**config.mk**
```make
export PLATFORM = sky130hd
export DESIGN_NAME = priority_read
export DESIGN_NICKNAME = d
export VERILOG_FILES = /design/src/rtl/priority_read.sv
export SDC_FILE = /design/constraint.sdc
export NUM_CORES = 1
export LEC_CHECK = 0
export ABC_CLOCK_PERIOD_IN_PS = 2000
export CAP_MARGIN = 20
export CORE_MARGIN = 1.5
export CORE_UTILIZATION = 40
export CTS_CLUSTER_SIZE = 8
export DETAILED_ROUTE_END_ITERATION = 8
export GPL_TIMING_DRIVEN = 0
export PLACE_DENSITY = 0.9
export SYNTH_ARGS = -nofsm -noshare
export SYNTH_HDL_FRONTEND = slang
export SYNTH_SLANG_ARGS = --single-unit
```
**constraint.sdc**
```tcl
create_clock -name clk -period 2 [get_ports clk]
set_clock_uncertainty 0.2 [all_clocks]
set_input_delay 0.2 -clock clk [delete_from_list [all_inputs] [get_ports clk]]
set_output_delay 0.2 -clock clk [all_outputs]
set_load 0.01 [all_outputs]
```
**src/rtl/priority_read.sv**
```systemverilog
// Fixed-priority read arbiter: sticky per-requester read requests are served one
// at a time (lowest index first) through a single synchronous register-bank read port.
module priority_read #(
   parameter int INPUT_COUNT = 4,
   parameter int ADDR_WIDTH  = 4
) (
   input  logic                              clk,
   input  logic                              rst_n,
   input  logic [INPUT_COUNT-1:0]            rd_req,
   input  logic [INPUT_COUNT*ADDR_WIDTH-1:0] rd_addr,
   output logic                              mem_rd,
   output logic [ADDR_WIDTH-1:0]             mem_addr,
   input  logic [7:0]                        mem_data,
   output logic [7:0]                        rd_data,
   output logic [INPUT_COUNT-1:0]            rd_done,
   output logic                              busy
);

   localparam int SEL_W = (INPUT_COUNT > 1) ? $clog2(INPUT_COUNT) : 1;

   typedef enum logic [1:0] {
      IDLE    = 2'd0,
      ISSUE   = 2'd1,
      CAPTURE = 2'd2
   } state_t;

   state_t                 r_state;
   state_t                 w_state_next;
   logic [SEL_W-1:0]       r_sel;
   logic [SEL_W-1:0]       w_sel_next;
   logic [INPUT_COUNT-1:0] r_pend;
   logic [INPUT_COUNT-1:0] w_pend_next;
   logic [INPUT_COUNT-1:0] w_req_all;
   logic [INPUT_COUNT-1:0] w_sel_onehot;
   logic [INPUT_COUNT-1:0] w_others;
   logic                   w_capture;
   logic [ADDR_WIDTH-1:0]  w_addr_arr [INPUT_COUNT];

   function automatic logic [SEL_W-1:0] lowest_idx(input logic [INPUT_COUNT-1:0] v);
      lowest_idx = '0;
      for (int i = INPUT_COUNT - 1; i >= 0; i--) begin
         if (v[i]) lowest_idx = SEL_W'(i);
      end
   endfunction

   for (genvar g = 0; g < INPUT_COUNT; g++) begin : g_addr
      assign w_addr_arr[g] = rd_addr[g*ADDR_WIDTH +: ADDR_WIDTH];
   end

   assign w_req_all    = r_pend | rd_req;
   assign w_sel_onehot = INPUT_COUNT'(1) << r_sel;
   // Requests still waiting once the current one is retired, including same-cycle arrivals.
   assign w_others     = w_req_all & ~w_sel_onehot;

   // NOTE: every combinational output gets a default first so no path can infer a latch.
   always_comb begin
      w_state_next = r_state;
      w_sel_next   = r_sel;
      w_pend_next  = w_req_all;
      w_capture    = 1'b0;
      case (r_state)
         IDLE: begin
            if (|w_req_all) begin
               w_sel_next   = lowest_idx(w_req_all);
               w_state_next = ISSUE;
            end
         end
         ISSUE: begin
            w_state_next = CAPTURE;
         end
         CAPTURE: begin
            w_capture   = 1'b1;
            w_pend_next = w_others;
            if (|w_others) begin
               w_sel_next   = lowest_idx(w_others);
               w_state_next = ISSUE;
            end else begin
               w_state_next = IDLE;
            end
         end
         default: begin
            w_state_next = IDLE;
         end
      endcase
   end

   // NOTE: sequential state uses non-blocking assignments so all registers update together.
   always_ff @(posedge clk or negedge rst_n) begin
      if (!rst_n) begin
         r_state <= IDLE;
         r_sel   <= '0;
         r_pend  <= '0;
         rd_data <= '0;
         rd_done <= '0;
      end else begin
         r_state <= w_state_next;
         r_sel   <= w_sel_next;
         r_pend  <= w_pend_next;
         rd_done <= w_capture ? w_sel_onehot : '0;
         if (w_capture) rd_data <= mem_data;
      end
   end

   assign mem_rd   = (r_state == ISSUE);
   assign mem_addr = mem_rd ? w_addr_arr[r_sel] : '0;
   assign busy     = (r_state != IDLE);

endmodule

```
Word-level counts from Yosys, hierarchy flattened
Index checks and enable logic that the tools add are counted. W data, S select, Z words.

Magnitude comparators: 1. Equality and inequality tests: 4. Shift-type cells: 1. Mux-type cells: 21. Bitwise gates (word level): 4. Reduce and logical (&&, ||, !) cells: 6.

Operator list (number): $mux W2 (11); $mux W4 (5); $bmux W4 S2 (1); $reduce_or A4 Y1 (2); $pmux W2 S3 (1); $and A4 B4 Y4 (1); $ne A2 B2 Y1 const B (2); $not A4 Y4 (1); $or A4 B4 Y4 (1); $pmux W2 S2 (1); $reduce_bool A2 Y1 (2); $shl A1 B2 Y4 const A (1); $ge A3 B3 Y1 const B (1); $not A2 Y3 (1); $reduce_and A3 Y1 (1); $eq A2 B1 Y1 const B (1); $eq A2 B2 Y1 const B (1); $logic_not A2 Y1 (1); $mux W1 (2).

Register bits after elaboration: 20. Input port bits: 30. Output and inout port bits: 18. Logic and storage cells: 42.

Longest topological paths before layout
Depth after elaboration: 9. Gate-level depth with buffers: 6. Mapped depth without buffers: 5.

Least setup slack after synthesis
No wires, ideal clock.

Kind: register -> register. From: reg r_pend[0]. To: reg r_sel[0]. Setup time: 0.125 ns. Arrival time: 1.336 ns. Required time: 1.675 ns. Slack: 0.338 ns. Cell stages (with the launch flop): 6. Buffers on the path: 0. Clock period less this slack: 1.662 ns. Path through: dfrtp_1 -> nor4_2 -> a21oi_1 -> nor2_1 -> o21a_2 -> mux2_4.

Word-level cells in the longest chain between the ends: 5. Elaborated cells on any way between the ends: 12. Classes of those cells: 2 x eq/ne; 5 x mux; 2 x bitwise; 3 x reduce/logical.

Ends and longest elaborated chain: from (decl) (line 31) `logic [INPUT_COUNT-1:0] r_pend;`; from (signal assigned) (line 98) `r_pend <= w_pend_next;`; $or A4 B4 Y4 * (line 50) `assign w_req_all = r_pend | rd_req;`; $and A4 B4 Y4 (line 53) `assign w_others = w_req_all & ~w_sel_onehot;`; $reduce_or A4 Y1 or $mux W2 (tied branches) (line 74, 42); $ne A2 B2 Y1 (no source line) or $mux W2 (tied branches); $reduce_and A3 Y1 (no source line) or $pmux W2 S2 (tied branches); to (signal assigned) (line 97) `r_sel <= w_sel_next;`; to (decl) (line 29) `logic [SEL_W-1:0] r_sel;`.

Mark *: on every way between the ends. The rest lies on a longest branch, timed or not. The select of a mux whose other input is x is not followed. A chain may end at the register's enable or synchronous reset.

Worst setup path after layout
From: reg r_sel[0]. To: out mem_addr[2].

Word-level cells in the longest chain between the ends: 5.

Ends and longest elaborated chain: $not A2 Y3 (implied by the code) (line 105) `assign mem_addr = mem_rd ? w_addr_arr[r_sel] : '0;`; $bmux W4 S2 (line 105); $mux W4 (implied by the code) (2 in series) (line 105); $mux W4 (line 105); to (decl) (line 12) `output logic [ADDR_WIDTH-1:0] mem_addr,`.

Every way passes these cells. The select of a mux whose other input is x is not followed.

==> metrics.md <==
| Metric | Value |
|---|---|
| Outcome | `complete, but fails checks` |
| Failing checks | `negative setup slack` |
| Synth area leader | `dfrtp_1` |
| Buf/Inv on CP | `2` |
| # H-tree levels | `1` |
| Slowest CP cell | `mux4_2` |
| CTS hold repair buffers | `0` |
| Crit path max-delay family | `multiplexers` |
| PD cells | `758 nW/µm²` |
| Synth Register Bits | `20` |
| Mapped Cells | `102` |
| WS Path Type | `flop to primary output` |
| Diodes inserted | `0` |
| CTS Buf Count | `3` |
| Worst hold path class | `input port to async pin` |
| Vias in the first global route | `994` |
| Mean number of vias per cell | `5.32` |
| DR DRC count | `0` |
| Max-slew violation count | `0` |
| Synth Warn # | `0` |
| Layout area overhead | `57.3%` |
| Gr usage total | `20.2%` |
| Register area share after synthesis | `48.4%` |
| Initial antenna violation count | `0` |
| Nets | `188` |
| Core area | `2450 µm²` |
| IO Port Bufs | `47` |
| Clock root buffer master | `clkbuf_4` |
| Worst slew pin tran | `0.875 ns` |
| IO Count | `48` |
| Post-route ant nets | `0` |
| Fin area | `1630 µm²` |
| Share of layout cells above drive strength 1 | `19.7%` |
| Ys flop type | `dfrtp_1` |
| PnR worst setup slack | `-0.00625 ns` |
| Slew headroom | `41.5%` |
| CP arrival | `1.61 ns` |
| Post-layout minimum cycle time | `2.01 ns` |
| Area fraction of the dominant cell type after synthesis | `48.4%` |
| CP Data Required Time | `1.60 ns` |
| Clk pin slew, worst setup/hold paths | `0.12 ns` |
| Hold Fails Final Rpt | `0` |
| Dpl cells | `179` |
| Unrepaired setup endpoints after global routing | `yes` |
| Most frequent cells after synthesis | `nand2_1, dfrtp_1, nor2_1, a21oi_1, and2_1` |
| Mapped Nets | `132` |
| Num Clock Sinks | `20` |
| Synth unique cells | `30` |
| Row count | `18` |
| Routed wire per std cell | `14.8 µm` |
| Ranking of synthesized cells by area | `dfrtp_1, nand2_1, mux4_2, nor2_1, mux2_4` |
| First-pass GRT wire length | `4180 µm` |
| Worst-skew pair later-pin latency | `0.30 ns` |
| Drt total wl | `2770 µm` |
| DRT iter0 DRCs | `24` |
| Type of origin of the critical path | `flop` |
| Post-DP HPWL | `2120 µm` |
| Cell Area, Synth | `1030 µm²` |
| Final setup viols | `2` |
| Max stage delay on crit path | `0.49 ns` |
| Die area | `2900 µm²` |
| DRT Pass-1 Iters | `4` |
| Mean Syn Cell Area | `10.1 µm²` |
| Core Util, Final | `66.3%` |
| Post-Place Cell Area | `1540 µm²` |
| Critical path, cell by cell | `buf_8 -> mux4_2 -> and2_4 -> buf_6` |
| Most frequent cell after synthesis | `nand2_1` |
| CP max FO | `4` |
| Post-synth EDFFs | `0` |
| Die Height | `53.9 µm` |
| Vias | `994` |
| MaxCap Viol Count | `0` |
| Pre-CTS setup slack | `-0.194 ns` |
| Leakage | `0.695 nW` |
| Non-Filler Instances | `187` |
| Async set-or-reset flop fraction in the synthesized netlist | `100%` |
| Initial Util | `42.2%` |
| Max VDD drop | `0.000562 V` |
| GPL Wtd Cong | `0.882` |
| Hold Slack | `0.186 ns` |
| CTS tree | `yes` |
| Worst-case clock buffer depth | `2` |
| Largest net degree at the start of global routing | `21` |
| Final period util | `100%` |
| Register-to-register setup slack | `0.06 ns` |
| Die X | `53.9 µm` |
| Overflow left after global routing | `0` |
| Worst Setup End Kind | `primary output` |
| Fmax | `498 MHz` |
[per-layer routing]
layer  vias to the layer above  GRT usage, %  part of all wire (%)
li1                        463             -                     -
met1                       458          20.8                    36
met2                        71          38.2                    51
met3                         2          5.56                    12
met4                         0          7.69                  0.51
met5                         -             0                     0
[repair_timing]
item	CTS	global route
buffers inserted	4	0
hold endpoints to repair	0	0
setup endpoints to repair	4	5
pin swaps	3	0
gates resized for setup	19	9
[worst reg2reg max path: stages (launching register included)]
cell and delay [ns]:
dfrtp_2 0.46, buf_4 0.15, nor4b_2 0.30, nor4_1 0.09
nor2_1 0.12, o21a_2 0.20, mux2_4 0.31
[flip-flops by register name (all words and copies together) (netlist names)]
signal	flops
rd_data	8
r_sel	2
r_pend	4
rd_done	4
r_state	2
[report_power, final]
| group | internal [mW] | total [mW] | switching [mW] | leakage [nW] |
|---|---|---|---|---|
| sequential | 0.456 | 0.503 | 0.0476 | 0.236 |
| clock | 0.111 | 0.235 | 0.124 | 0.0210 |
| combinational | 0.295 | 0.496 | 0.202 | 0.438 |
[layout by cell type (no fill, tap or decap), types with 3 or more instances in the layout]
cell	n
clkdlybuf4s50_1	43
and2_4	3
dfrtp_1	18
nand2_1	30
a21oi_1	5
mux4_2	4
buf_6	3
clkbuf_4	4
buf_4	4
nor2_1	10
[kinds of logic after synthesis]
group | Yosys count | share of synthesized area, %
AOI/OAI and AO/OA | 12 | 7.74
buffers and inverters | 5 | 3.02
DFF | 20 | 48.4
muxes | 6 | 12.0
and+or+nand+nor | 59 | 28.9
[per-stage QoR]
| stage | TNS, ns | power, mW |
|---|---|---|
| 5_1_grt | -0.156 | 1.29 |
| 6_report | -0.00940 | 1.23 |
| 3_5_place_dp | -1.06 | 0.927 |
| 2_1_floorplan | 0 | 0.774 |
| 4_1_cts | -0.0508 | 1.23 |
| 3_3_place_gp | -0.724 | 0.899 |
[worst paths after layout]
| check | start | endpoint | depth (start not counted) |
|---|---|---|---|
| max in group asynchronous | rst_n | r_sel[0] | 1 |
| hold / removal | rst_n | rd_data[3] | 1 |
| min in group clk | mem_data[2] | rd_data[2] | 3 |
| hold reg to reg | rd_data[6] | rd_data[6] | 2 |
| setup reg to reg | r_sel[0] | r_sel[0] | 6 |
| setup / recovery | r_sel[0] | mem_addr[2] | 4 |
[layout make-up]
class / instances / area [µm²]
clock buffer: 4 / 36.3
timing repair buffer: 51 / 499
inverter: 1 / 3.75
tap: 30 / 37.5
multi-input combinational: 77 / 517
fill: 208 / 827
buffer: 4 / 31.3
sequential: 20 / 503
(Power assumes the default switching activity.)
